`config.mk`:
```
export PLATFORM = sky130hd
export DESIGN_NAME = ps2_mouse_rx
export DESIGN_NICKNAME = d
export VERILOG_FILES = /design/src/rtl/ps2_mouse_rx.sv
export SDC_FILE = /design/constraint.sdc
export NUM_CORES = 1
export LEC_CHECK = 0
export CORE_MARGIN = 5
export CORE_UTILIZATION = 45
export DETAILED_ROUTE_END_ITERATION = 10
export DONT_BUFFER_PORTS = 1
export SYNTH_ARGS = -nofsm -noshare
export SYNTH_HDL_FRONTEND = slang
export SYNTH_SLANG_ARGS = --single-unit
export TNS_END_PERCENT = 100
```
`constraint.sdc`:
```
create_clock -name clk_sys -period 1.5 [get_ports clk_sys]
set_input_delay 0.375 -clock clk_sys [delete_from_list [all_inputs] [get_ports clk_sys]]
set_output_delay 0.375 -clock clk_sys [all_outputs]
set_load 0.03 [all_outputs]
```
`src/rtl/ps2_mouse_rx.sv`:
```
// PS/2 mouse receiver: conditions raw pins, frames bytes, assembles 3-byte movement packets into ps2_mouse.
// Latency: stop-bit strobe on cycle N -> byte valid/byte_err on N+1, ps2_mouse and first-byte sync_err on N+2.
// Backpressure: none; the producer owns the ps2_mouse word, and a new packet toggles bit 24.
// Optional build macro PS2_MOUSE_RX_PARITY_CHECK_EN: when defined, odd parity is checked in the stop state.
module ps2_mouse_rx #(
  parameter int FILTER_LEN     = 8,
  parameter int TIMEOUT_CYCLES = 57000
) (
  input  logic        clk_sys,
  input  logic        reset_n,
  input  logic        enable,
  input  logic        ps2_clk_i,
  input  logic        ps2_data_i,
  output logic [24:0] ps2_mouse,
  output logic        byte_err,
  output logic        sync_err
);

  localparam int FW = $clog2(FILTER_LEN + 1);
  localparam int TW = $clog2(TIMEOUT_CYCLES + 1);

  typedef enum logic [1:0] {ST_IDLE, ST_DATA, ST_PARITY, ST_STOP} state_t;

  // Input conditioning state
  logic [1:0]    clk_sync_q, clk_sync_d;
  logic [1:0]    data_sync_q, data_sync_d;
  logic          clk_filt_q, clk_filt_d;
  logic          data_filt_q, data_filt_d;
  logic [FW-1:0] clk_cnt_q, clk_cnt_d;
  logic [FW-1:0] data_cnt_q, data_cnt_d;
  logic          clk_prev_q, clk_prev_d;
  logic          strobe;

  // Framing and packet state
  state_t        state_q, state_d;
  logic [2:0]    bit_cnt_q, bit_cnt_d;
  logic [7:0]    shift_q, shift_d;
  logic          byte_vld_q, byte_vld_d;
  logic          byte_err_q, byte_err_d;
  logic          sync_err_q, sync_err_d;
  logic [1:0]    idx_q, idx_d;
  logic [7:0]    byte0_q, byte0_d;
  logic [7:0]    byte1_q, byte1_d;
  logic [24:0]   mouse_q, mouse_d;
  logic [TW-1:0] to_cnt_q, to_cnt_d;
  logic          frame_ok;

`ifdef PS2_MOUSE_RX_PARITY_CHECK_EN
  logic          parity_q, parity_d;
  // Odd parity: data bits plus parity bit must contain an odd number of ones
  assign frame_ok = data_filt_q & (^{shift_q, parity_q});
`else
  // Parity bit is consumed by the framing FSM but not stored or checked
  assign frame_ok = data_filt_q;
`endif

  // Synchronise both pins and debounce them with saturating run-length filters
  always_comb begin
    clk_sync_d  = {clk_sync_q[0], ps2_clk_i};
    data_sync_d = {data_sync_q[0], ps2_data_i};
    clk_filt_d  = clk_filt_q;
    data_filt_d = data_filt_q;
    clk_cnt_d   = '0;
    data_cnt_d  = '0;
    clk_prev_d  = clk_filt_q;
    if (clk_sync_q[1] != clk_filt_q) begin
      if (clk_cnt_q == FW'(FILTER_LEN - 1)) clk_filt_d = clk_sync_q[1];
      else                                  clk_cnt_d  = clk_cnt_q + FW'(1);
    end
    if (data_sync_q[1] != data_filt_q) begin
      if (data_cnt_q == FW'(FILTER_LEN - 1)) data_filt_d = data_sync_q[1];
      else                                   data_cnt_d  = data_cnt_q + FW'(1);
    end
  end

  // Sample strobe is the first cycle the filtered clock reads low
  assign strobe = clk_prev_q & ~clk_filt_q;

  // Next-state logic for bit framing, packet assembly, timeout and enable
  always_comb begin
    state_d    = state_q;
    bit_cnt_d  = bit_cnt_q;
    shift_d    = shift_q;
    byte_vld_d = 1'b0;
    byte_err_d = 1'b0;
    sync_err_d = 1'b0;
    idx_d      = idx_q;
    byte0_d    = byte0_q;
    byte1_d    = byte1_q;
    mouse_d    = mouse_q;
    to_cnt_d   = to_cnt_q;
`ifdef PS2_MOUSE_RX_PARITY_CHECK_EN
    parity_d   = parity_q;
`endif

    // Packet assembly runs one cycle behind the stop strobe; the shift
    // register is stable then because the next start bit is far away.
    if (byte_vld_q) begin
      case (idx_q)
        2'd0: begin
          if (!shift_q[3]) begin
            sync_err_d = 1'b1;
          end else begin
            byte0_d = shift_q;
            idx_d   = 2'd1;
          end
        end
        2'd1: begin
          byte1_d = shift_q;
          idx_d   = 2'd2;
        end
        default: begin
          mouse_d = {~mouse_q[24], shift_q, byte1_q, byte0_q};
          idx_d   = 2'd0;
        end
      endcase
    end

    if (strobe) begin
      case (state_q)
        ST_IDLE: begin
          if (!data_filt_q) begin
            state_d   = ST_DATA;
            bit_cnt_d = 3'd0;
          end
        end
        ST_DATA: begin
          shift_d   = {data_filt_q, shift_q[7:1]};
          bit_cnt_d = bit_cnt_q + 3'd1;
          if (bit_cnt_q == 3'd7) state_d = ST_PARITY;
        end
        ST_PARITY: begin
`ifdef PS2_MOUSE_RX_PARITY_CHECK_EN
          parity_d = data_filt_q;
`endif
          state_d = ST_STOP;
        end
        default: begin
          state_d = ST_IDLE;
          if (frame_ok) begin
            byte_vld_d = 1'b1;
          end else begin
            byte_err_d = 1'b1;
            idx_d      = 2'd0;
          end
        end
      endcase
    end

    // Every strobe clears the counter, so a timeout can never coincide with
    // a framing error; the error path always owns that cycle.
    if (strobe || (state_q == ST_IDLE && idx_q == 2'd0)) begin
      to_cnt_d = '0;
    end else if (to_cnt_q == TW'(TIMEOUT_CYCLES - 1)) begin
      to_cnt_d   = TW'(TIMEOUT_CYCLES);
      state_d    = ST_IDLE;
      idx_d      = 2'd0;
      sync_err_d = 1'b1;
    end else if (to_cnt_q != TW'(TIMEOUT_CYCLES)) begin
      to_cnt_d = to_cnt_q + TW'(1);
    end

    // Disabled: hold the receiver idle, keep the last packet, stay silent
    if (!enable) begin
      state_d    = ST_IDLE;
      idx_d      = 2'd0;
      to_cnt_d   = '0;
      byte_vld_d = 1'b0;
      byte_err_d = 1'b0;
      sync_err_d = 1'b0;
      mouse_d    = mouse_q;
    end
  end

  // Conditioning registers; idle PS/2 lines are high
  always_ff @(posedge clk_sys or negedge reset_n) begin
    if (!reset_n) begin
      clk_sync_q  <= 2'b11;
      data_sync_q <= 2'b11;
      clk_filt_q  <= 1'b1;
      data_filt_q <= 1'b1;
      clk_cnt_q   <= '0;
      data_cnt_q  <= '0;
      clk_prev_q  <= 1'b1;
    end else begin
      clk_sync_q  <= clk_sync_d;
      data_sync_q <= data_sync_d;
      clk_filt_q  <= clk_filt_d;
      data_filt_q <= data_filt_d;
      clk_cnt_q   <= clk_cnt_d;
      data_cnt_q  <= data_cnt_d;
      clk_prev_q  <= clk_prev_d;
    end
  end

  // Framing FSM, packet assembler and registered outputs
  always_ff @(posedge clk_sys or negedge reset_n) begin
    if (!reset_n) begin
      state_q    <= ST_IDLE;
      bit_cnt_q  <= '0;
      shift_q    <= '0;
      byte_vld_q <= 1'b0;
      byte_err_q <= 1'b0;
      sync_err_q <= 1'b0;
      idx_q      <= '0;
      byte0_q    <= '0;
      byte1_q    <= '0;
      mouse_q    <= '0;
      to_cnt_q   <= '0;
`ifdef PS2_MOUSE_RX_PARITY_CHECK_EN
      parity_q   <= 1'b0;
`endif
    end else begin
      state_q    <= state_d;
      bit_cnt_q  <= bit_cnt_d;
      shift_q    <= shift_d;
      byte_vld_q <= byte_vld_d;
      byte_err_q <= byte_err_d;
      sync_err_q <= sync_err_d;
      idx_q      <= idx_d;
      byte0_q    <= byte0_d;
      byte1_q    <= byte1_d;
      mouse_q    <= mouse_d;
      to_cnt_q   <= to_cnt_d;
`ifdef PS2_MOUSE_RX_PARITY_CHECK_EN
      parity_q   <= parity_d;
`endif
    end
  end

  assign ps2_mouse = mouse_q;
  assign byte_err  = byte_err_q;
  assign sync_err  = sync_err_q;

endmodule

```
Word-level counts from Yosys, hierarchy flattened
Cells that the tools add are included.
- add/subtract/negate cells: 4
- eq/ne operators: 12
- muxes and demuxes: 40
- bitwise logic cells: 4
- reductions and logical operators: 14
- operators by type and width (kind ; number):
    16-bit 2-to-1 mux ; 4
    2-bit 2-to-1 mux ; 14
    16-bit by 1-bit adder with 16-bit output, second input constant ; 1
    16-bit equality test, second input constant ; 1
    4-bit 2-to-1 mux ; 4
    16-bit inequality test, second input constant ; 1
    1-bit 2-to-1 mux ; 14
    3-bit AND reduction ; 3
    4-bit by 1-bit adder with 4-bit output, second input constant ; 2
    4-bit by 3-bit equality test with 1-bit output, second input constant ; 2
    2-bit AND reduction ; 4
    2-bit one-hot mux with 3 select lines ; 1
    3-bit one-hot mux with 2 select lines ; 1
    2-bit by 1-bit equality test with 1-bit output, second input constant ; 2
    2-bit zero test ; 2
    4-bit by 1-bit inequality test with 1-bit output, second input constant ; 1
    2-bit one-hot mux with 2 select lines ; 1
    3-bit by 1-bit adder with 3-bit output, second input constant ; 1
    3-bit equality test, second input constant ; 1
    3-bit 2-to-1 mux ; 1
    1-bit NOT ; 3
    3-bit OR reduction ; 1
    2-bit equality test, second input constant ; 1
    1-bit inequality test ; 2
    6 further kinds ; 6
- register bits: 90
- bits of input ports: 5
- output and inout port bits: 27
- word-level logic and storage cells: 92

Logic depth before layout (Yosys ltp)
- word-level depth: 9
- mapped depth: 5
- mapped depth without buffers: 5

Least setup slack after synthesis
OpenSTA, ideal clock, no wires.
- path kind: register to register
- from: register clk_prev_q
- to: register shift_q[1]
- library setup time: 125 ps
- data arrival time: 1561 ps
- data required time: 1375 ps
- setup slack: -185 ps
- stages on the path, launching flop included: 6
- path buffers: 1
- period minus slack after synthesis: 1685 ps
- cells stage by stage: dfstp_2 > nor2b_1 > nand2_1 > nor2_1 > buf_2 > mux2_2
- longest elaborated chain between the ends: 2
- RTL lines (item ; RTL line ; source):
    start, declared ; 31 ; logic clk_prev_q, clk_prev_d;
    start signal, assigned ; 192 ; clk_prev_q <= clk_prev_d;
    1-bit AND ; 77 ; assign strobe = clk_prev_q & ~clk_filt_q;
    2-bit AND reduction (no line) ; -- ;
    end signal, assigned ; 216 ; shift_q <= shift_d;
    end, declared ; 37 ; logic [7:0] shift_q, shift_d;
No other way between the ends.
A chain may end at the register's enable or synchronous reset.

Worst setup path in the final report
- from: register state_q[1]
- to: register to_cnt_q[0]
- longest elaborated chain between the ends: 5
- elaborated cells between the ends (all ways): 6
- those cells by class: eq/ne: 1; mux: 2; reduce/logical: 3
- RTL lines (item ; RTL line ; source):
    start, declared ; 35 ; state_t state_q, state_d;
    start signal, assigned ; 214 ; state_q <= state_d;
    2-bit zero test (*) ; 152 ; if (strobe || (state_q == ST_IDLE && idx_q == 2'd0)) begin
    1-bit logical AND (*) ; 152 ;
    1-bit logical OR (*) ; 152 ;
    16-bit 2-to-1 mux ; 152 ;
    16-bit 2-to-1 mux ; 164 ; if (!enable) begin
    end signal, assigned ; 224 ; to_cnt_q <= to_cnt_d;
    end, declared ; 45 ; logic [TW-1:0] to_cnt_q, to_cnt_d;
Mark *: on every way between the ends. The rest lies on a longest branch, timed or not.

==> impl_metrics.toml <==
[floorplan]
floorplan.die.width_um = 101
fp.dieArea_um2 = 10200
core_area_um2 = 8130
floorplan.initialDensity_pct = 45.6
ioPinCount = 32
die_y_um = 101
num_rows = 33

[sta]
max-slew-margin-rel_pct = 74.0
worst_slew_pin_slew_ps = 389
period_needed_ps = 1570
final.hold.worst_slack_ps = -290
finClkSkew_ps = 15.4
fin_setup_tns_ps = -78.9
timing.final.ws_setup_ps = -71.6
clock.fmax_ghz = 0.636
setup_violations = 2
report.final.slew_viol_count = 0
timing_hold_violations_final = 90
rsz0062_at_grt = "yes"
fin_crit_share_pct = 105

[clock_tree]
post_cts_setup_buffer_count = 0
worstSkewPairLatency_ps = 350
cts-root-buf = "clkbuf_8"
total_clock_buffers_created_by_cts = 9
ctsLongestPathBuffers = 2
htree_num_levels = 3
cts.sinks = 90
cts_tree = "built"
cts_hold_repair.buffers = 2
path_clk_slew_ps = 90

[power_and_ir_drop]
power.density_nw_per_um2 = 1080
vdd.ir_drop.worst_v = 0.000668
static-leakage-power_nw = 2.03

[detailed_routing]
drt_iter0_drc = 94
routed_wl_mm = 6.63
number_of_remaining_drc_errors = 0
route.vias.total = 2281
vias_per_cell = 5.26
detailedRoute.firstPassIterationCount = 4
routed_wire_length_per_instance_um = 15.3
final_antenna_net_count = 0

[synthesis]
syn-instance-count = 284
synth_nets = 295
yosys_register_bits = 90
average_cell_area_after_synthesis_um2 = 13.1
ys.warnings.count = 0
ffs_w_async_s_r_synth_pct = 100
ys_types = 42
synth_edf_count = 0
synth_seq_area_share_pct = 61.0
mappedNetlistArea_um2 = 3710
synth_flop_cell = "dfrtp_1"

[global_route]
grt_util_all_layers_pct = 14.5
first_pass_grt_wire_length_mm = 11.4
initial_antenna_violation_count = 0
grt_pass1_vias = 2388
grt-ovfl-total = 0
maximum_number_of_pins_on_one_net_before_global_route_repair = 91

[final_layout]
layout_commonest_cell = "dfrtp_1"
most-common-layout-cells = "83 x dfrtp_1, 50 x mux2_2, 29 x buf_4, 22 x nor2_1, 15 x xnor2_1"
flow.area_growth_from_synthesis_pct = 17.8
antennaDiodeCount = 0
drive_gt1_share_pct = 38.6
fin_util_pct = 53.7
finalNetCount = 335

[placement]
io_buffers = 0
hpwl_mm = 4.44
gpl_wtd_cong = 0.760

[worst_setup_path]
worst_r2r_path_depth = 4
startpoint = "state_q[1]"
critical_path_buf_inv_count = 0
cp-start-kind = "flip-flop"
rr_startpoint = "state_q[1]"
rrSetupSlack_ps = -70
critPathCaptureType = "flip-flop"
series_of_cell_instances_along_the_critical_path = "or4_4, nand3_4, o21ba_4, mux2_2"
critical_path.slowest_cell = "or4_4"
endpoint = "to_cnt_q[0]"
timing.critical_path.max_delay_family = "simple AND/OR/NAND/NOR gates"
criticalPathCategory = "reg2reg"
arrival_ps = 1810
critical_path_peak_fanout = 4
critPathMaxStageDelay_ps = 560
crit_cells = 4
worstPathRequired_ps = 1740
worstReg2RegEnd = "to_cnt_q[0]"

[status]
run_status = "complete, but fails checks"
failed_checks = "negative hold slack, negative setup slack"

[job]
drv.max_cap_violation_count = 0

[hold_path]
timing.hold.worst.class = "in2async"
## per-layer routing
| layer | vias up | global-route usage [%] | routed length (um) |
|---|---|---|---|
| li1 | 1077 | - | - |
| met1 | 1166 | 17.9 | 2890 |
| met2 | 33 | 23.9 | 3380 |
| met3 | 5 | 4.29 | 290 |
| met4 | 0 | 5.39 | 71 |
| met5 | - | 0 | 0 |
## cell type report
type                    instances  area (um^2)
clock inverters                 6         48.8
flip-flops and latches         90         2260
clock buffers                  10          128
well taps                     105          131
repair buffers                 35          292
multi-input cells             179         1480
fillers                       681         3760
inverters                       9         33.8
## worst register-to-register path, delay by kind of cell (launching register included)
| kind | cells | cell delay, ps |
|---|---|---|
| AO/OA/AOI/OAI | 1 | 160 |
| flip-flops | 1 | 380 |
| multiplexers | 1 | 250 |
| AND/OR/NAND/NOR | 2 | 660 |
## cell families (layout without fill, tap and decap cells)
logic type                 count (synthesis)  after routing  share of synthesized area (%)
AOI/OAI and AO/OA                         25             25                           4.22
xor gates and xnor gates                  15             15                           3.54
adders and majority gates                  6              6                           2.02
buffers and inverters                     15             60                           1.62
DFF                                       90             90                           61.0
muxes                                     50             50                           15.2
and+or+nand+nor                           83             83                           12.5
## worst min-delay path by stage
stage	from	cells after the start	end	slack (ps)
after floorplan	reset_n	0	bit_cnt_q[0]	80
after global placement	reset_n	0	to_cnt_q[12]	80
after detailed placement	reset_n	0	to_cnt_q[12]	80
after CTS	reset_n	0	shift_q[4]	-310
after global routing	reset_n	0	byte1_q[6]	-320
final	reset_n	0	to_cnt_q[7]	-290
## cell usage after synthesis, types with 2 or more instances
master	n	area, um^2
a21oi_1	10	50.1
a22o_1	3	26.3
buf_2	3	15.0
clkbuf_1	3	11.3
dfrtp_1	83	2080
dfstp_2	7	184
ha_1	6	75.1
inv_1	9	33.8
mux2_2	50	563
nand2_1	14	52.6
nand2b_1	2	12.5
nand3_1	7	35.0
nand4_1	3	18.8
nand4b_1	2	17.5
nor2_1	23	86.3
nor2b_1	3	18.8
nor3_1	8	40.0
nor4_1	5	31.3
o21ai_0	5	25.0
or3_1	2	12.5
xnor2_1	15	131
## timing repair
action / CTS / global route
pin swaps: 6 / 2
endpoints found under the hold margin: 92 / 90
endpoints found under the setup margin: 11 / 27
gates resized for setup: 10 / 9
## metrics by stage
stage               hold WS (ps)  total power, mW  instance area [um^2]  instances  worst slack, ps
floorplan                   79.4             3.08                  3730        284            -52.7
global placement            83.1             3.21                  4090        416            -72.1
detailed placement          82.6             3.23                  4090        416             -110
CTS                         -310             4.77                  4330        434            -72.2
global route                -323             4.96                  4370        434             -134
finish                      -290             4.72                  4370        434            -71.6
## power by group
group	switching (mW)	leakage (nW)	internal [mW]
sequential	0.117	1.23	2.59
clock	0.880	0.0848	0.620
combinational	0.244	0.715	0.271
## flip-flops by register name, summed over array words and instances (netlist names)
name	cells
ps2_mouse	25
to_cnt_q	16
byte0_q	8
byte1_q	8
shift_q	8
clk_cnt_q	4
data_cnt_q	4
bit_cnt_q	3
clk_sync_q	2
data_sync_q	2
idx_q	2
state_q	2
byte_err	1
byte_vld_q	1
clk_filt_q	1
clk_prev_q	1
data_filt_q	1
sync_err	1
Power figures use the tool's default switching activity.
